## config.mk

```make
export PLATFORM = sky130hd
export DESIGN_NAME = flappy_render
export DESIGN_NICKNAME = d
export VERILOG_FILES = /design/src/rtl/flappy_pkg.sv /design/src/rtl/flappy_render_seg7_bcd.sv /design/src/rtl/flappy_render.sv
export SDC_FILE = /design/constraint.sdc
export NUM_CORES = 1
export LEC_CHECK = 0
export BUFFER_PORTS_ARGS = -buffer_cell sky130_fd_sc_hd__buf_2
export CORE_ASPECT_RATIO = 1.5
export CORE_MARGIN = 3
export CORE_UTILIZATION = 40
export CTS_BUF_LIST = sky130_fd_sc_hd__clkbuf_4
export CTS_CLUSTER_SIZE = 12
export DETAILED_ROUTE_END_ITERATION = 12
export SLEW_MARGIN = 5
export SYNTH_ARGS = -nofsm -noshare
export SYNTH_HDL_FRONTEND = slang
export SYNTH_SLANG_ARGS = --single-unit
```

## constraint.sdc

```tcl
create_clock -name clk -period 5 [get_ports clk]
set_input_delay 1 -clock clk [delete_from_list [all_inputs] [get_ports clk]]
set_output_delay 1 -clock clk [all_outputs]
set_load 0.01 [all_outputs]
```

## src/rtl/flappy_pkg.sv

```systemverilog
// Shared constants and types for the flappy renderer: screen geometry,
// object sizes, colours and the score-converter state encoding.
package flappy_pkg;

   localparam int H_ACTIVE      = 640;
   localparam int H_FRONT       = 16;
   localparam int H_SYNC        = 96;
   localparam int H_BACK        = 48;
   localparam int V_ACTIVE      = 480;
   localparam int V_FRONT       = 10;
   localparam int V_SYNC        = 2;
   localparam int V_BACK        = 33;

   localparam int BALL_X        = 213;
   localparam int BALL_WIDTH    = 10;
   localparam int BALL_HEIGHT   = 10;
   localparam int PILLAR_WIDTH  = 50;
   localparam int PILLAR_HEIGHT = 80;

   localparam logic [23:0] COL_BALL   = 24'hFFFFFF;
   localparam logic [23:0] COL_PILLAR = 24'h00C000;
   localparam logic [23:0] COL_SKY    = 24'h70C0FF;

   localparam logic [6:0] SEG_ZERO = 7'b1000000;

   typedef enum logic [1:0] {
      BCD_IDLE  = 2'd0,
      BCD_SHIFT = 2'd1,
      BCD_LOAD  = 2'd2
   } bcd_state_t;

   // Active-low gfedcba pattern for one decimal digit.
   function automatic logic [6:0] seg_of(input logic [3:0] d);
      case (d)
         4'd0:    return 7'b1000000;
         4'd1:    return 7'b1111001;
         4'd2:    return 7'b0100100;
         4'd3:    return 7'b0110000;
         4'd4:    return 7'b0011001;
         4'd5:    return 7'b0010010;
         4'd6:    return 7'b0000010;
         4'd7:    return 7'b1111000;
         4'd8:    return 7'b0000000;
         4'd9:    return 7'b0010000;
         default: return 7'b1111111;
      endcase
   endfunction

endpackage

```

## src/rtl/flappy_render_seg7_bcd.sv

```systemverilog
// Double-dabble binary-to-BCD converter driving three active-low
// seven-segment digits; a new start is only accepted while idle.
//
// state     | meaning
// BCD_IDLE  | waiting for start, digits hold last result
// BCD_SHIFT | 8 add-3/shift iterations, bit_cnt counts down
// BCD_LOAD  | drive hex0..2 from the finished digits
module seg7_bcd
   import flappy_pkg::*;
(
   input  logic       clk,
   input  logic       reset,
   input  logic       start,
   input  logic [7:0] bin,
   output logic [6:0] hex0,
   output logic [6:0] hex1,
   output logic [6:0] hex2,
   output logic       busy
);

   bcd_state_t  state;
   logic [7:0]  bin_sr;
   logic [11:0] bcd;
   logic [11:0] bcd_adj;
   logic [2:0]  bit_cnt;

   always_comb begin
      bcd_adj = bcd;
      for (int i = 0; i < 3; i++) begin
         if (bcd[4*i +: 4] >= 4'd5)
            bcd_adj[4*i +: 4] = bcd[4*i +: 4] + 4'd3;
      end
   end

   assign busy = (state != BCD_IDLE);

   always_ff @(posedge clk or posedge reset) begin
      if (reset) begin
         state   <= BCD_IDLE;
         bin_sr  <= '0;
         bcd     <= '0;
         bit_cnt <= '0;
         hex0    <= SEG_ZERO;
         hex1    <= SEG_ZERO;
         hex2    <= SEG_ZERO;
      end else begin
         case (state)
            BCD_IDLE: begin
               if (start) begin
                  bin_sr  <= bin;
                  bcd     <= '0;
                  bit_cnt <= 3'd7;
                  state   <= BCD_SHIFT;
               end
            end
            BCD_SHIFT: begin
               {bcd, bin_sr} <= {bcd_adj[10:0], bin_sr, 1'b0};
               if (bit_cnt == 3'd0)
                  state <= BCD_LOAD;
               else
                  bit_cnt <= bit_cnt - 3'd1;
            end
            BCD_LOAD: begin
               hex0  <= seg_of(bcd[3:0]);
               hex1  <= seg_of(bcd[7:4]);
               hex2  <= seg_of(bcd[11:8]);
               state <= BCD_IDLE;
            end
            default: state <= BCD_IDLE;
         endcase
      end
   end

endmodule

```

## src/rtl/flappy_render.sv

```systemverilog
// VGA timing, once-per-frame snapshot of the game state, object painter
// and score display for the flappy game.
module flappy_render
   import flappy_pkg::*;
#(
   parameter int H_ACT      = flappy_pkg::H_ACTIVE,
   parameter int H_FP       = flappy_pkg::H_FRONT,
   parameter int H_SW       = flappy_pkg::H_SYNC,
   parameter int H_BP       = flappy_pkg::H_BACK,
   parameter int V_ACT      = flappy_pkg::V_ACTIVE,
   parameter int V_FP       = flappy_pkg::V_FRONT,
   parameter int V_SW       = flappy_pkg::V_SYNC,
   parameter int V_BP       = flappy_pkg::V_BACK,
   parameter int BALL_COL   = flappy_pkg::BALL_X,
   parameter int PILLAR_GAP = flappy_pkg::PILLAR_HEIGHT
)(
   input  logic       clk,
   input  logic       reset,
   input  logic [9:0] ball_y,
   input  logic [9:0] pillar_x,
   input  logic [9:0] pillar_y,
   input  logic [7:0] score,
   output logic       frame_tick,
   output logic       hsync,
   output logic       vsync,
   output logic       blank_n,
   output logic [7:0] vga_r,
   output logic [7:0] vga_g,
   output logic [7:0] vga_b,
   output logic [6:0] hex0,
   output logic [6:0] hex1,
   output logic [6:0] hex2
);

   localparam logic [9:0]  H_LAST  = 10'(H_ACT + H_FP + H_SW + H_BP - 1);
   localparam logic [9:0]  V_LAST  = 10'(V_ACT + V_FP + V_SW + V_BP - 1);
   localparam logic [9:0]  H_VIS   = 10'(H_ACT);
   localparam logic [9:0]  V_VIS   = 10'(V_ACT);
   localparam logic [9:0]  HS_ON   = 10'(H_ACT + H_FP);
   localparam logic [9:0]  HS_OFF  = 10'(H_ACT + H_FP + H_SW);
   localparam logic [9:0]  VS_ON   = 10'(V_ACT + V_FP);
   localparam logic [9:0]  VS_OFF  = 10'(V_ACT + V_FP + V_SW);
   localparam logic [10:0] BALL_L  = 11'(BALL_COL);
   localparam logic [10:0] BALL_R  = 11'(BALL_COL + BALL_WIDTH);
   localparam logic [10:0] BALL_H  = 11'(BALL_HEIGHT);
   localparam logic [10:0] PIL_W   = 11'(PILLAR_WIDTH);
   localparam logic [10:0] PIL_GAP = 11'(PILLAR_GAP);

   logic        pix_en;
   logic [9:0]  h_cnt, v_cnt;
   logic [9:0]  ball_y_sh, pillar_x_sh, pillar_y_sh;
   logic [7:0]  score_sh;
   logic        snap, visible, in_ball, in_pillar, bcd_busy;
   logic [10:0] x, y;
   logic [23:0] colour;

   assign snap = pix_en && (h_cnt == 10'd0) && (v_cnt == V_VIS);

   // 11-bit compares so object edges near the counter limit cannot wrap.
   always_comb begin
      x         = {1'b0, h_cnt};
      y         = {1'b0, v_cnt};
      visible   = (h_cnt < H_VIS) && (v_cnt < V_VIS);
      in_ball   = (x >= BALL_L) && (x < BALL_R) &&
                  (y >= {1'b0, ball_y_sh}) && (y < ({1'b0, ball_y_sh} + BALL_H));
      in_pillar = (x >= {1'b0, pillar_x_sh}) && (x < ({1'b0, pillar_x_sh} + PIL_W)) &&
                  ((y < {1'b0, pillar_y_sh}) || (y >= ({1'b0, pillar_y_sh} + PIL_GAP)));
      if (in_ball)
         colour = COL_BALL;
      else if (in_pillar)
         colour = COL_PILLAR;
      else
         colour = COL_SKY;
   end

   always_ff @(posedge clk or posedge reset) begin
      if (reset) begin
         pix_en      <= 1'b0;
         h_cnt       <= '0;
         v_cnt       <= '0;
         ball_y_sh   <= '0;
         pillar_x_sh <= '0;
         pillar_y_sh <= '0;
         score_sh    <= '0;
         frame_tick  <= 1'b0;
         hsync       <= 1'b1;
         vsync       <= 1'b1;
         blank_n     <= 1'b0;
         {vga_r, vga_g, vga_b} <= '0;
      end else begin
         pix_en     <= ~pix_en;
         frame_tick <= snap;
         if (pix_en) begin
            if (h_cnt == H_LAST) begin
               h_cnt <= '0;
               v_cnt <= (v_cnt == V_LAST) ? 10'd0 : v_cnt + 10'd1;
            end else begin
               h_cnt <= h_cnt + 10'd1;
            end
            hsync   <= ~((h_cnt >= HS_ON) && (h_cnt < HS_OFF));
            vsync   <= ~((v_cnt >= VS_ON) && (v_cnt < VS_OFF));
            blank_n <= visible;
            {vga_r, vga_g, vga_b} <= visible ? colour : 24'h000000;
         end
         if (snap) begin
            ball_y_sh   <= ball_y;
            pillar_x_sh <= pillar_x;
            pillar_y_sh <= pillar_y;
            score_sh    <= score;
         end
      end
   end

   // Conversion starts on frame_tick so the digits land exactly 10 clk later.
   seg7_bcd u_seg7_bcd (
      .clk   (clk),
      .reset (reset),
      .start (frame_tick & ~bcd_busy),
      .bin   (score_sh),
      .hex0  (hex0),
      .hex1  (hex1),
      .hex2  (hex2),
      .busy  (bcd_busy)
   );

endmodule
```

* Word level (Yosys, flattened, before mapping) *
Memories as Yosys holds them, arrays and structs flattened. A register that Yosys moved wholly into a read port is not among the register bits.
Index checks and enable logic that the tools add are counted.

storage, ports and cells
  memory bits (read-only) = 336
  output and inout port bits = 49
  memories = 3
  word-level logic and storage cells = 98
  register bits after elaboration = 112

cells by class
  $add $sub $neg = 9
  magnitude comparators = 17
  mux-type cells = 18
  bitwise logic cells = 5
  reduce and logical (&&, ||, !) cells = 20
  eq/ne operators = 8

memories
  name              words  bits a word  rd ports  clocked after Yosys merged registers in  wr ports  RTL line          source
  (name not given)  16     7            1         1                                        0         flappy_pkg.sv:34  case (d)
  (name not given)  16     7            1         1                                        0         flappy_pkg.sv:34
  (name not given)  16     7            1         1                                        0         flappy_pkg.sv:34

operators by type and width
  cell                                                         number
  two-way mux 24 bit                                           2
  case mux 12 bit (2 select lines)                             1
  two-way mux 23 bit                                           1
  less-than comparator 10 x 11 -> 1 bit                        2
  adder 10 x 1 -> 10 bit, second input constant                2
  == test 10 bit, second input constant                        2
  >= comparator 10 bit                                         2
  less-than comparator 10 bit, second input constant           2
  less-than comparator 10 x 9 -> 1 bit, second input constant  2
  two-way mux 10 bit                                           2
  case mux 8 bit (2 select lines)                              1
  >= comparator 4 x 3 -> 1 bit, second input constant          3
  two-way mux 12 bit                                           1
  adder 10 x 4 -> 11 bit, second input constant                1
  adder 10 x 6 -> 11 bit, second input constant                1
  adder 10 x 7 -> 11 bit, second input constant                1
  >= comparator 10 x 11 -> 1 bit                               1
  == test 10 x 9 -> 1 bit, second input constant               1
  >= comparator 10 bit, second input constant                  1
  >= comparator 10 x 8 -> 1 bit, second input constant         1
  >= comparator 10 x 9 -> 1 bit, second input constant         1
  logical AND 1 bit                                            10
  zero test 10 bit                                             1
  less-than comparator 10 bit                                  1
  other kinds (22)                                             34

* Logic depth before layout (Yosys ltp) *
Gate-level depths: netlist (run 1).

  depth in word-level cells = 7
  mapped depth = 12
  gate-level depth less buffers = 12

* By module *
Synthesis (run 1) repeated with hierarchy kept, for this count alone.

second synthesis, totals
  cells, all modules = 759
  area total of the unflattened synthesis = 7066.8 um^2

modules (own cells, without submodules)
  module         sequential area each (um^2)  area an instance (um^2)  times used  cells each
  flappy_render  1629.1                       4501.8                   1           478
  seg7_bcd       1154.9                       2565.0                   1           281

* Worst setup path after synthesis (run 1) *
Ideal clock, no wire load.

  kind = register to register
  start point = reg ball_y_sh[1]
  end point = reg vga_r[6]
  cell stages (with the launch flop) = 13
  slack = 2.491 ns
  required time = 4.862 ns
  buffers on the path = 0
  setup time = 0.138 ns
  arrival time = 2.370 ns
  cells stage by stage = dfrtp_1 -> ha_1 -> o21ai_0 -> nor2_1 -> nand4_1 -> xnor2_1 -> ha_1 -> or4_1 -> a211oi_1 -> o21a_1 -> o31ai_1 -> a21oi_2 -> or4_1

on the way
  word-level cells in the longest chain between the ends = 5
  elaborated cells between the ends (all ways) = 7

RTL lines
  what                                                                        RTL line                                  source
  start, declared                                                             flappy_render.sv:51                       logic [9:0] ball_y_sh, pillar_x_sh, pillar_y_sh;
  start signal, assigned                                                      flappy_render.sv:106                      ball_y_sh <= ball_y;
  adder 10 x 4 -> 11 bit or >= comparator 10 bit (tied branches)              flappy_render.sv:65                       (y >= {1'b0, ball_y_sh}) && (y < ({1'b0, ball_y_sh} + BALL_H));
  less-than comparator 10 x 11 -> 1 bit or logical AND 1 bit (tied branches)  flappy_render.sv:65, flappy_render.sv:64
  logical AND 1 bit *                                                         flappy_render.sv:65
  two-way mux 24 bit *                                                        flappy_render.sv:68                       if (in_ball)
  two-way mux 24 bit *                                                        flappy_render.sv:103                      {vga_r, vga_g, vga_b} <= visible ? colour : 24'h000000;
  end signal, assigned                                                        flappy_render.sv:103
  end, declared                                                               flappy_render.sv:27                       output logic [7:0] vga_r,

Every way passes the cells marked *; elsewhere a longest branch is shown, timed or not.
A chain may end at the register's enable or synchronous reset.

* Worst setup path after layout (run 1) *
  start point = reg pillar_y_sh[4]
  end point = reg vga_r[6]

on the way
  word-level cells in the longest chain between the ends = 7
  elaborated cells between the ends (all ways) = 8

RTL lines
  what                            RTL line              source
  start, declared                 flappy_render.sv:51
  start signal, assigned          flappy_render.sv:108  pillar_y_sh <= pillar_y;
  adder 10 x 7 -> 11 bit          flappy_render.sv:67   ((y < {1'b0, pillar_y_sh}) || (y >= ({1'b0, pillar_y_sh} + PIL_GAP)));
  >= comparator 10 x 11 -> 1 bit  flappy_render.sv:67
  logical OR 1 bit *              flappy_render.sv:67
  logical AND 1 bit *             flappy_render.sv:66   in_pillar = (x >= {1'b0, pillar_x_sh}) && (x < ({1'b0, pillar_x_sh} + PIL_W)) &&
  two-way mux 23 bit *            flappy_render.sv:70   else if (in_pillar)
  two-way mux 24 bit *            flappy_render.sv:68
  two-way mux 24 bit *            flappy_render.sv:103

Marked as above.

==> results of run 1 <==
## state kept, by name (all words and copies together) (netlist names)
register	count
h_cnt	10
pillar_x_sh	10
u_seg7_bcd.hex2	7
score_sh	8
vga_g	1
u_seg7_bcd.state	2
ball_y_sh	10
hsync	1
vsync	1
frame_tick	1
u_seg7_bcd.bit_cnt	3
pillar_y_sh	10
u_seg7_bcd.hex0	7
u_seg7_bcd.bin_sr	8
v_cnt	10
pix_en	1
u_seg7_bcd.hex1	7
vga_r	2
u_seg7_bcd.bcd	12
## synthesized netlist by cell type (6+ instances only)
cell type / number
sky130_fd_sc_hd__nor2b_1: 10
sky130_fd_sc_hd__a22o_1: 11
sky130_fd_sc_hd__nand2_1: 125
sky130_fd_sc_hd__nand3_1: 11
sky130_fd_sc_hd__clkbuf_1: 15
sky130_fd_sc_hd__o31ai_1: 8
sky130_fd_sc_hd__inv_1: 58
sky130_fd_sc_hd__dfrtp_1: 106
sky130_fd_sc_hd__nand2b_1: 12
sky130_fd_sc_hd__nor2_1: 31
sky130_fd_sc_hd__a31oi_1: 7
sky130_fd_sc_hd__ha_1: 80
sky130_fd_sc_hd__mux2i_1: 10
sky130_fd_sc_hd__xnor2_1: 32
sky130_fd_sc_hd__nor3_1: 7
sky130_fd_sc_hd__a21oi_1: 31
sky130_fd_sc_hd__o21ai_0: 90
sky130_fd_sc_hd__o22ai_1: 6
sky130_fd_sc_hd__nand4_1: 11
sky130_fd_sc_hd__xor2_1: 6
sky130_fd_sc_hd__buf_4: 25
## tightest hold or removal path, cell delays in order, from the launching register on
cell and delay [ns]:
sky130_fd_sc_hd__dfstp_2 0.40, sky130_fd_sc_hd__nand2_1 0.04, sky130_fd_sc_hd__o21ai_0 0.06
## routing by layer
layer | wire [um] | track usage
met5 | 0 | 0
met4 | 389 | 0.0636
met3 | 358 | 0.0248
met2 | 8140 | 0.293
met1 | 6180 | 0.187
## report_power, final
| part | internal, W | total, W | switching, W |
|---|---|---|---|
| Combinational | 0.0000115 | 0.0000339 | 0.0000224 |
| Sequential | 0.000899 | 0.000899 | 0 |
| Clock | 0.000117 | 0.000440 | 0.000323 |
## layout make-up
| cell class | instances | area [um^2] | share of cell area |
|---|---|---|---|
| tap | 210 | 263 | 0.0347 |
| multi-input combinational | 552 | 3700 | 0.489 |
| timing repair buffer | 92 | 470 | 0.0621 |
| antenna | 1 | 2.50 | 0.000330 |
| inverter | 59 | 224 | 0.0296 |
| sequential | 111 | 2780 | 0.368 |
| clock inverter | 6 | 53.8 | 0.00710 |
| clock buffer | 10 | 75.1 | 0.00991 |
## worst max path at each step
stage	start	to	slack (ns)	cells past startpoint
floorplan	reset	ball_y_sh[0]$_DFFE_PP0P_	1.08	1
detailed placement	pillar_y_sh[4]$_DFFE_PP0P_	vga_r[6]$_DFFE_PP0P_	2.17	8
global route	pillar_y_sh[4]$_DFFE_PP0P_	vga_r[6]$_DFFE_PP0P_	1.82	8
CTS	pillar_y_sh[4]$_DFFE_PP0P_	vga_r[6]$_DFFE_PP0P_	2.13	8
global placement	pillar_y_sh[4]$_DFFE_PP0P_	vga_r[6]$_DFFE_PP0P_	2.23	8
finish	pillar_y_sh[4]$_DFFE_PP0P_	vga_r[6]$_DFFE_PP0P_	2.20	8
## through the flow
stage | setup WS, ns | cells
finish | 2.20 | 1041
global route | 1.82 | 1041
CTS | 2.13 | 1040
detailed placement | 2.17 | 1024
global placement | 2.23 | 1024
floorplan | 1.08 | 773
## kinds of logic after synthesis
kind of cell,Yosys count,share of synthesized area
DFF,111,0.396
buffers and inverters,110,0.0766
and+or+nand+nor,233,0.161
muxes,11,0.0159
AOI/OAI and AO/OA,190,0.161
adders and majority gates,80,0.143
xor gates and xnor gates,38,0.0474
==> results by group, run 1 <==
Finish
  – Most used cells in the layout excluding fill and tap cells: sky130_fd_sc_hd__nand2_1 (125), sky130_fd_sc_hd__dfrtp_1 (106), sky130_fd_sc_hd__o21ai_0 (90), sky130_fd_sc_hd__buf_2 (88), sky130_fd_sc_hd__ha_1 (80)
  – Filler Cell Count: 1754
  – Fraction of layout cells with a size suffix above 1: 0.147
  – Nets: 945
  – Commonest non-fill, non-tap cell in the layout: sky130_fd_sc_hd__nand2_1
  – Final Cell Area: 7570 um^2
  – P&R area growth vs syn: 7.86%
  – Final standard cell utilization of the core: 0.446

Route
  – Number of routed nets with antenna violations: 0
  – Vias per inst: 5.15
  – Wire length per cell: 14.5 um
  – DR iter-0 viols: 259
  – Routed Wire Length: 15.1 mm
  – Number of vias after detailed routing: 5365
  – Remaining routing DRC violations: 0
  – Pre-antenna DRT Iters: 4

Timing
  – Clock period minus final worst setup slack: 2.80 ns
  – Worst Hold Margin: 0.490 ns
  – Final hold violations: 0
  – Setup violators final: 0
  – RSZ-0062 raised after global routing: no
  – Setup Total Neg Slack: 0 ns
  – Normalized max-slew margin: 0.239
  – Final cycle utilization of the critical path: 0.559
  – Slew @ Worst Pin: 1.14 ns
  – Fmax: 0.358 GHz
  – Worst clock skew on the final layout: 0.0238 ns
  – Number of slew-limit violations in the final report: 0

Synth
  – Share of synthesized area occupied by flip-flops and latches: 0.396
  – Syn avg cell area: 9.09 um^2
  – Top post-synthesis cells by area: sky130_fd_sc_hd__dfrtp_1 (38%), sky130_fd_sc_hd__ha_1 (14%), sky130_fd_sc_hd__nand2_1 (6.7%)
  – Synthesized instance count: 773
  – Warnings, synthesis: 0
  – Number of nets produced by synthesis: 893
  – Number of flops mapped to enable cells by yosys: 0
  – Top_reg_cell synth: sky130_fd_sc_hd__dfrtp_1
  – Share of Yosys cell area claimed by the top area cell type: 0.378
  – Cell accounting for the most synthesized area: sky130_fd_sc_hd__dfrtp_1
  – Total of flip-flops plus latches after synthesis: 111
  – Cell Area, Synth: 7020 um^2
  – Post-synth ARST share: 1.00
  – Number of distinct library cells after synthesis: 59

Setup path
  – Cell with the largest stage delay on the worst path: sky130_fd_sc_hd__a2111oi_0
  – Logic depth of the worst register-to-register path: 8
  – CP max stage delay: 0.70 ns
  – Launching element type of the critical path: flip-flop
  – Crit Reg-Reg Endpoint: vga_r[6]$_DFFE_PP0P_
  – CP Cell Sequence: ha_1 > o21ai_0 > xnor2_1 > ha_1 > a2111oi_0 > a31oi_1 > a2111oi_0 > or4_1
  – Crit path max fanout: 4
  – Critical Path RT: 5.44 ns
  – Worst Path Class, Setup: flip-flop to flip-flop
  – Data arrival time at the worst-slack endpoint: 3.24 ns
  – Register-to-register setup slack: 2.20 ns
  – CP bufs+invs: 0
  – Startpoint of the most critical register-to-register path: pillar_y_sh[4]$_DFFE_PP0P_
  – Cell family with most CP delay: compound AO/OA/AOI/OAI gates
  – CP endpoint kind: flip-flop

Place
  – Routability congestion estimate from global placement: 0.814
  – DP Area: 7440 um^2
  – Detailed placer's ending HPWL: 11.2 mm
  – Quantity of I/O buffers inserted on ports: 88

Hold path
  – Worst Min Path Start: u_seg7_bcd.hex0[6]$_DFFE_PP1N_
  – Path class of the lowest-slack min-delay path: flip-flop to flip-flop
  – End point of the worst hold path: u_seg7_bcd.hex0[6]$_DFFE_PP1N_
  – Cell depth of the worst min-delay path: 2

Die
  – Placeable Area: 17000 um^2
  – Starting Density: 0.414
  – Cell Rows: 58
  – Horizontal extent of the die: 114 um
  – Die footprint: 19200 um^2
  – Count of pins on the block boundary: 89
  – Die height: 168 um

Global routing
  – Number of antenna violations at the first check in global routing: 1
  – Maximum number of pins on one net before global-route repair: 84
  – GRT overflow: 0
  – Number of global-route vias before repair: 5183
  – Global-route wire length before repair: 25.3 mm
  – GRT Total Usage: 0.161

Pwr
  – Leak: 3.71 nW
  – Overall power consumption: 0.00137 W
  – Largest voltage drop on the vdd net: 0.108 mV
  – Power Density: 181 nW/um^2

CTS
  – Quantity of hold-fixing buffers added after cts: 0
  – Source-to-sink clock delay at the later pin of the worst-skew pair: 0.49 ns
  – Number of H-tree branching levels: 3
  – CTS Sinks: 111
  – Clock tree from TritonCTS: built
  – Clock transition at the registers of the reported paths: 0.18 ns
  – Post-cts resize count: 0
  – CTS Buffer Depth: 2
  – Post-CTS Repair Setup Buffers: 0
  – Total CTS buffers: 9
  – Cell at the root of the clock tree: sky130_fd_sc_hd__clkbuf_4

Run
  – Maximum capacitance violations: 0

Status
  – Status: finished, final reports clean
Power figures use the tool's default switching activity.
==> run 2, diff against run 1 <==
==> constraint.sdc (replaced) <==
create_clock -name clk -period 2.5 [get_ports clk]
set_input_delay 0.5 -clock clk [delete_from_list [all_inputs] [get_ports clk]]
set_output_delay 0.5 -clock clk [all_outputs]
set_load 0.01 [all_outputs]
==> run 2 against run 1 <==
  * Setup slack lost 2.1 ns
  * Design area grew 4.1%
  * Via count grew 3.4%
  * Wire length up 4.9%
  * Worst hold slack lost 0.38 ns
  * Sequential cell count unchanged
  * Non-clock buffer count rose by 28
  * Sequential power is 100% higher
  * Largest cell class unchanged
==> results by group, run 2 (synthesis results as in run 1) <==
Finish
  – Most used cells in the layout excluding fill and tap cells: sky130_fd_sc_hd__nand2_1 (125), sky130_fd_sc_hd__dfrtp_1 (106), sky130_fd_sc_hd__buf_2 (88), sky130_fd_sc_hd__o21ai_0 (87), sky130_fd_sc_hd__ha_1 (77)
  – Register with the highest flop count: u_seg7_bcd.bcd
  – Fraction of layout cells with a size suffix above 1: 0.192 (+0.0453)
  – Max reg flops: 12 (unchanged)
  – Filler Cell Count: 1719 (-2.0%)
  – Nets: 973 (+3.0%)
  – Commonest non-fill, non-tap cell in the layout: sky130_fd_sc_hd__nand2_1
  – P&R area growth vs syn: 12.3%

CTS
  – Cell at the root of the clock tree: sky130_fd_sc_hd__clkbuf_4
  – Clock transition at the registers of the reported paths: 0.18 ns (about the same)
  – Clock tree from TritonCTS: built
  – Number of H-tree branching levels: 3 (unchanged)
  – CTS Buffer Depth: 2 (unchanged)
  – Total CTS buffers: 9 (unchanged)
  – Quantity of hold-fixing buffers added after cts: 0 (unchanged)
  – CTS Sinks: 111 (unchanged)
  – Source-to-sink clock delay at the later pin of the worst-skew pair: 0.49 ns (about the same)

Timing
  – Worst clock skew on the final layout: 0.0218 ns (-0.00210 ns)
  – Final hold violations: 0 (unchanged)
  – Normalized max-slew margin: 0.465 (+0.226)
  – Final cycle utilization of the critical path: 0.966 (+0.406)
  – Slew @ Worst Pin: 0.803 ns (-0.339 ns)
  – RSZ-0062 raised after global routing: yes
  – Clock period minus final worst setup slack: 2.41 ns (-0.382 ns)
  – Fmax: 0.414 GHz (+16%)
  – Setup violators final: 0 (unchanged)
  – Number of slew-limit violations in the final report: 0 (unchanged)
  – Worst Hold Margin: 0.107 ns (-0.383 ns)

Setup path
  – Crit Reg-Reg Endpoint: vga_r[6]$_DFFE_PP0P_
  – Startpoint of the most critical register-to-register path: ball_y_sh[2]$_DFFE_PP0P_
  – WP depth: 12 (+4)
  – Launching element type of the critical path: flip-flop
  – Register-to-register setup slack: 0.09 ns (-2.12 ns)
  – CP endpoint kind: flip-flop
  – Crit path max fanout: 2 (-2)
  – Endpoint of the most critical setup path: vga_r[6]$_DFFE_PP0P_
  – Worst Path Class, Setup: flip-flop to flip-flop
  – Cell family with most CP delay: simple AND/OR/NAND/NOR gates
  – CP max stage delay: 0.54 ns (-0.16 ns)
  – CP Cell Sequence: ha_2 > o21ai_2 > nor2_2 > nand2_1 > xnor2_1 > ha_2 > or4_4 > a211oi_2 > o21a_1 > o31ai_2 > a21oi_2 > or4_1
  – Cell seen most often among critical-path stages: sky130_fd_sc_hd__ha_2
  – CP bufs+invs: 0 (unchanged)
  – Data arrival time at the worst-slack endpoint: 2.85 ns (-0.39 ns)
  – Logic depth of the worst register-to-register path: 12 (+4)
  – Critical Path Source: ball_y_sh[2]$_DFFE_PP0P_
  – Critical Path RT: 2.94 ns (-2.50 ns)
  – Cell with the largest stage delay on the worst path: sky130_fd_sc_hd__or4_4

Die
  – Placeable Area: 17000 um^2 (unchanged)
  – Die footprint: 19200 um^2 (unchanged)
  – Starting Density: 0.414 (unchanged)
  – Cell Rows: 58 (unchanged)
  – Die height: 168 um (unchanged)
  – Count of pins on the block boundary: 89 (unchanged)
  – Horizontal extent of the die: 114 um (unchanged)

Hold path
  – Path class of the lowest-slack min-delay path: input port to asynchronous set/reset pin

Route
  – Number of routed nets with antenna violations: 0 (unchanged)
  – Wire length per cell: 14.8 um (+2.2%)
  – DR iter-0 viols: 218 (-16%)
  – Vias per inst: 5.19 (+0.72%)
  – Number of vias after detailed routing: 5549 (+3.4%)
  – Pre-antenna DRT Iters: 4 (unchanged)
  – Routed Wire Length: 15.8 mm (+4.9%)
  – Remaining routing DRC violations: 0 (unchanged)

Pwr
  – Overall power consumption: 0.00276 W (+100%)
  – Largest voltage drop on the vdd net: 0.252 mV (+130%)
  – Leak: 3.86 nW (+4.1%)
  – Power Density: 350 nW/um^2 (+93%)

Global routing
  – Number of global-route vias before repair: 5612 (+8.3%)
  – Maximum number of pins on one net before global-route repair: 41 (-51%)
  – GRT Total Usage: 0.171 (+0.00946)
  – Global-route wire length before repair: 26.8 mm (+6.1%)
  – Number of antenna violations at the first check in global routing: 1 (unchanged)
  – GRT overflow: 0 (unchanged)

Place
  – Quantity of I/O buffers inserted on ports: 88 (unchanged)
  – Detailed placer's ending HPWL: 12.1 mm (+8.6%)
  – Routability congestion estimate from global placement: 0.862 (+5.8%)

Status
  – Status: finished, final reports clean

Run
  – Maximum capacitance violations: 0 (unchanged)
==> run 2: cell count changes in the layout (fill, tap and decap cells not counted), moves of 3 or more <==
cell / before / now
sky130_fd_sc_hd__ha_2: 0 / 3
sky130_fd_sc_hd__buf_12: 0 / 4
sky130_fd_sc_hd__buf_4: 4 / 28
sky130_fd_sc_hd__ha_1: 80 / 77
sky130_fd_sc_hd__o21ai_0: 90 / 87
==> run 2: routing by layer <==
| layer | share of wire | track usage | wire length (um) |
|---|---|---|---|
| met1 | 0.41 | 0.194 | 6480 |
| met2 | 0.55 | 0.319 | 8740 |
| met3 | 0.021 | 0.0302 | 339 |
| met4 | 0.016 | 0.0527 | 246 |
| met5 | 0 | 0 | 0 |
==> run 2: how the worst min path moves through the flow <==
stage,startpoint,end,slack (ns),cells after the start
final,reset,pillar_x_sh[3]$_DFFE_PP0P_,0.11,2
after global routing,reset,vga_r[6]$_DFFE_PP0P_,0.11,2
after CTS,reset,u_seg7_bcd.bcd[2]$_DFFE_PP0P_,0.08,2
after detailed placement,score_sh[4]$_DFFE_PP0P_,score_sh[4]$_DFFE_PP0P_,0.45,2
after global placement,score_sh[4]$_DFFE_PP0P_,score_sh[4]$_DFFE_PP0P_,0.45,2
after floorplan,score_sh[1]$_DFFE_PP0P_,score_sh[1]$_DFFE_PP0P_,0.44,2
==> run 2: cell type report <==
class | instances | area [um^2] | share of cell area
Multi-Input combinational cell | 552 | 3760 | 0.476
Inverter | 59 | 225 | 0.0286
Antenna cell | 1 | 2.50 | 0.000317
Tap cell | 210 | 263 | 0.0333
Timing Repair Buffer | 120 | 731 | 0.0926
Clock inverter | 6 | 51.3 | 0.00650
Clock buffer | 10 | 75.1 | 0.00952
Sequential cell | 111 | 2780 | 0.353
==> run 2: report_power, final <==
group | leakage, nW | switching [W] | internal [W]
Sequential | 1.31 | 0 | 0.00180
Combinational | 2.48 | 0.0000472 | 0.0000293
Clock | 0.0733 | 0.000652 | 0.000233
Total | 3.86 | 0.000699 | 0.00206
==> run 2: timing repair <==
| action | in CTS | in global routing |
|---|---|---|
| resized for setup | 9 | 9 |
| setup endpoints to repair | 2 | 2 |
| setup buffers | 1 | 0 |
| pin swaps | 1 | 12 |
==> run 2: through the flow <==
stage                util  setup TNS, ns  instance area [um^2]  worst slack [ns]  instances
floorplan               -              0                  7030            0.0644        773
global placement    0.454              0                  7700            0.0280       1052
detailed placement  0.454        -0.0441                  7700           -0.0441       1052
CTS                 0.463              0                  7870           0.00177       1069
global route        0.464        -0.0788                  7890           -0.0491       1069
finish              0.464              0                  7890            0.0860       1069
==> run 3, diff against run 2 <==
--- a/config.mk
+++ b/config.mk
@@ -12,6 +12,8 @@
 export CTS_BUF_LIST = sky130_fd_sc_hd__clkbuf_4
 export CTS_CLUSTER_SIZE = 12
 export DETAILED_ROUTE_END_ITERATION = 12
+export GPL_TIMING_DRIVEN = 0
+export RECOVER_POWER = 50
 export SLEW_MARGIN = 5
 export SYNTH_ARGS = -nofsm -noshare
 export SYNTH_HDL_FRONTEND = slang
==> run 3 against run 2 <==
  * Sequential share of layout area fell by 0.49 points
  * Count of clock-buffer cells in the layout fell by 1
  * Critical path depth unchanged
  * Wire length is 2.3% higher
  * Sequential cell count is the same
  * Non-clock buffer count up 26
  * Largest cell class unchanged
  * Critical path type unchanged
  * The flow now finishes with violations (setup timing)
  * Highest routed layer unchanged
  * First-iteration DRC count down 33%
==> results by group, run 3 (synthesis results as in run 1) <==
Status
  – Status: finished with violations
  – Violations in the final reports: setup timing

Timing
  – Worst Hold Margin: 0.153 ns (+0.0462 ns)
  – Normalized max-slew margin: 0.375 (-0.0904)
  – Number of slew-limit violations in the final report: 0 (unchanged)
  – Slew @ Worst Pin: 0.933 ns (+0.130 ns)
  – Worst clock skew on the final layout: 0.0245 ns (+0.00276 ns)
  – Fmax: 0.395 GHz (-4.5%)
  – Clock period minus final worst setup slack: 2.53 ns (+0.115 ns)
  – Setup Total Neg Slack: -0.0302 ns (-0.0302 ns)
  – Final hold violations: 0 (unchanged)
  – Setup violators final: 2 (+2)
  – Final cycle utilization of the critical path: 1.01 (+0.0459)
  – RSZ-0062 raised after global routing: yes
  – Post-route setup slack: -0.0288 ns (-0.115 ns)

Finish
  – Most used cells in the layout excluding fill and tap cells: sky130_fd_sc_hd__nand2_1 (125), sky130_fd_sc_hd__dfrtp_1 (106), sky130_fd_sc_hd__o21ai_0 (89), sky130_fd_sc_hd__ha_1 (77), sky130_fd_sc_hd__buf_2 (72)
  – Max reg flops: 12 (unchanged)
  – Filler Cell Count: 1735 (+0.93%)
  – Register with the highest flop count: u_seg7_bcd.bcd
  – Total area of sequential cells: 2780 um^2 (unchanged)
  – P&R area growth vs syn: 13.9%
  – Final cell count without fillers: 1095 (+2.4%)
  – Nets: 999 (+2.7%)
  – Area occupied by multi-input gates: 3770 um^2 (+0.27%)
  – Commonest non-fill, non-tap cell in the layout: sky130_fd_sc_hd__nand2_1
  – Fraction of layout cells with a size suffix above 1: 0.165 (-0.0271)

Run
  – Maximum capacitance violations: 0 (unchanged)

CTS
  – Source-to-sink clock delay at the later pin of the worst-skew pair: 0.52 ns (+0.03 ns)
  – Total CTS buffers: 9 (unchanged)
  – Cell at the root of the clock tree: sky130_fd_sc_hd__clkbuf_4
  – CTS Buffer Depth: 2 (unchanged)
  – CTS Sinks: 111 (unchanged)
  – Number of H-tree branching levels: 3 (unchanged)
  – Clock transition at the registers of the reported paths: 0.22 ns (+0.04 ns)
  – Clock tree from TritonCTS: built

Global routing
  – Number of antenna violations at the first check in global routing: 1 (unchanged)
  – Number of global-route vias before repair: 5678 (+1.2%)
  – GRT overflow: 0 (unchanged)
  – GRT Total Usage: 0.178 (+0.00684)
  – Maximum number of pins on one net before global-route repair: 37 (-9.8%)
  – Global-route wire length before repair: 27.7 mm (+3.2%)

Pwr
  – Power Density: 360 nW/um^2 (+3.0%)
  – Largest voltage drop on the vdd net: 0.232 mV (-8.0%)
  – Leak: 3.84 nW (-0.64%)

Setup path
  – Launching element type of the critical path: flip-flop
  – Data arrival time at the worst-slack endpoint: 3.01 ns (+0.16 ns)
  – Crit path max fanout: 3 (+1)
  – Worst Path Class, Setup: flip-flop to flip-flop
  – Critical Path RT: 2.98 ns (+0.04 ns)
  – CP endpoint kind: flip-flop

Die
  – Die height: 168 um (unchanged)
  – Placeable Area: 17000 um^2 (unchanged)
  – Cell Rows: 58 (unchanged)
  – Die footprint: 19200 um^2 (unchanged)
  – Horizontal extent of the die: 114 um (unchanged)
  – Starting Density: 0.414 (unchanged)
  – Count of pins on the block boundary: 89 (unchanged)

Place
  – Routability congestion estimate from global placement: 0.804 (-6.7%)
  – Total instance count after detailed placement: 1074 (+2.1%)
  – Quantity of I/O buffers inserted on ports: 88 (unchanged)
  – Detailed placer's ending HPWL: 12.6 mm (+3.6%)

Route
  – DR iter-0 viols: 146 (-33%)
  – Remaining routing DRC violations: 0 (unchanged)
  – Vias per inst: 5.10 (-1.8%)
  – Wire length per cell: 14.8 um (-0.11%)
  – Routed Wire Length: 16.2 mm (+2.3%)
  – Number of vias after detailed routing: 5583 (+0.61%)
  – Pre-antenna DRT Iters: 4 (unchanged)
  – Number of routed nets with antenna violations: 0 (unchanged)

Hold path
  – Path class of the lowest-slack min-delay path: input port to flip-flop
==> run 3: through the flow <==
stage / total power [W] / setup slack, ns / util / cell area [um^2]
floorplan: 0.00186 / 0.0644 / - / 7030
global placement: 0.00190 / -0.524 / 0.455 / 7730
detailed placement: 0.00191 / -0.601 / 0.459 / 7790
CTS: 0.00294 / -0.0626 / 0.472 / 8010
global route: 0.00300 / -0.197 / 0.471 / 8000
finish: 0.00288 / -0.0288 / 0.471 / 8000
==> run 3: report_power, final <==
group | total (W) | internal, W | switching, W
Sequential | 0.00180 | 0.00180 | 0
Clock | 0.00101 | 0.000262 | 0.000748
Combinational | 0.0000745 | 0.0000296 | 0.0000449
==> run 3: area by class of cell <==
class                      count  area share
multi-input combinational    552       0.471
sequential                   111       0.348
clock inverter                 7      0.0111
clock buffer                   9     0.00845
tap                          210      0.0328
buffer                        51      0.0386
inverter                      59      0.0278
timing repair buffer          95      0.0619
antenna                        1    0.000313
==> run 3: layer usage <==
| metal | track usage | part of all wire | wire length [um] |
|---|---|---|---|
| met3 | 0.0180 | 0.024 | 383 |
| met2 | 0.330 | 0.54 | 8700 |
| met1 | 0.201 | 0.40 | 6540 |
| met4 | 0.0801 | 0.034 | 557 |
| met5 | 0 | 0 | 0 |
==> run 3: path summary, 6_finish.rpt <==
path	from	endpoint	slack (ns)	depth (start not counted)
setup / recovery	ball_y_sh[1]$_DFFE_PP0P_	vga_r[6]$_DFFE_PP0P_	-0.03	12
hold / removal	score[7]	score_sh[7]$_DFFE_PP0P_	0.15	3
setup reg to reg	ball_y_sh[1]$_DFFE_PP0P_	vga_r[6]$_DFFE_PP0P_	-0.03	12
hold reg to reg	u_seg7_bcd.hex0[6]$_DFFE_PP1N_	u_seg7_bcd.hex0[6]$_DFFE_PP1N_	0.49	2
max in group asynchronous	reset	pillar_y_sh[4]$_DFFE_PP0P_	0.17	6
min in group asynchronous	reset	pillar_x_sh[5]$_DFFE_PP0P_	0.64	3
==> run 3: timing repair <==
item | CTS | global route
gates resized for setup | 12 | 2
endpoints found under the setup margin | 2 | 2
buffers inserted | 1 | 2
hold buffers | 1 | 0
pin swaps | 9 | 6
endpoints found under the hold margin | 19 | 0
==> run 3: worst max-delay path, stage by stage (launching register included) <==
cell and delay (ns):
sky130_fd_sc_hd__dfrtp_1 0.46, sky130_fd_sc_hd__ha_4 0.18, sky130_fd_sc_hd__o21ai_4 0.07, sky130_fd_sc_hd__nor2_2 0.12
sky130_fd_sc_hd__nand4_1 0.13, sky130_fd_sc_hd__xnor2_1 0.15, sky130_fd_sc_hd__ha_2 0.18, sky130_fd_sc_hd__or4_4 0.52
sky130_fd_sc_hd__a211oi_2 0.16, sky130_fd_sc_hd__o21a_1 0.16, sky130_fd_sc_hd__o31ai_2 0.08, sky130_fd_sc_hd__a21oi_2 0.16
sky130_fd_sc_hd__or4_1 0.13
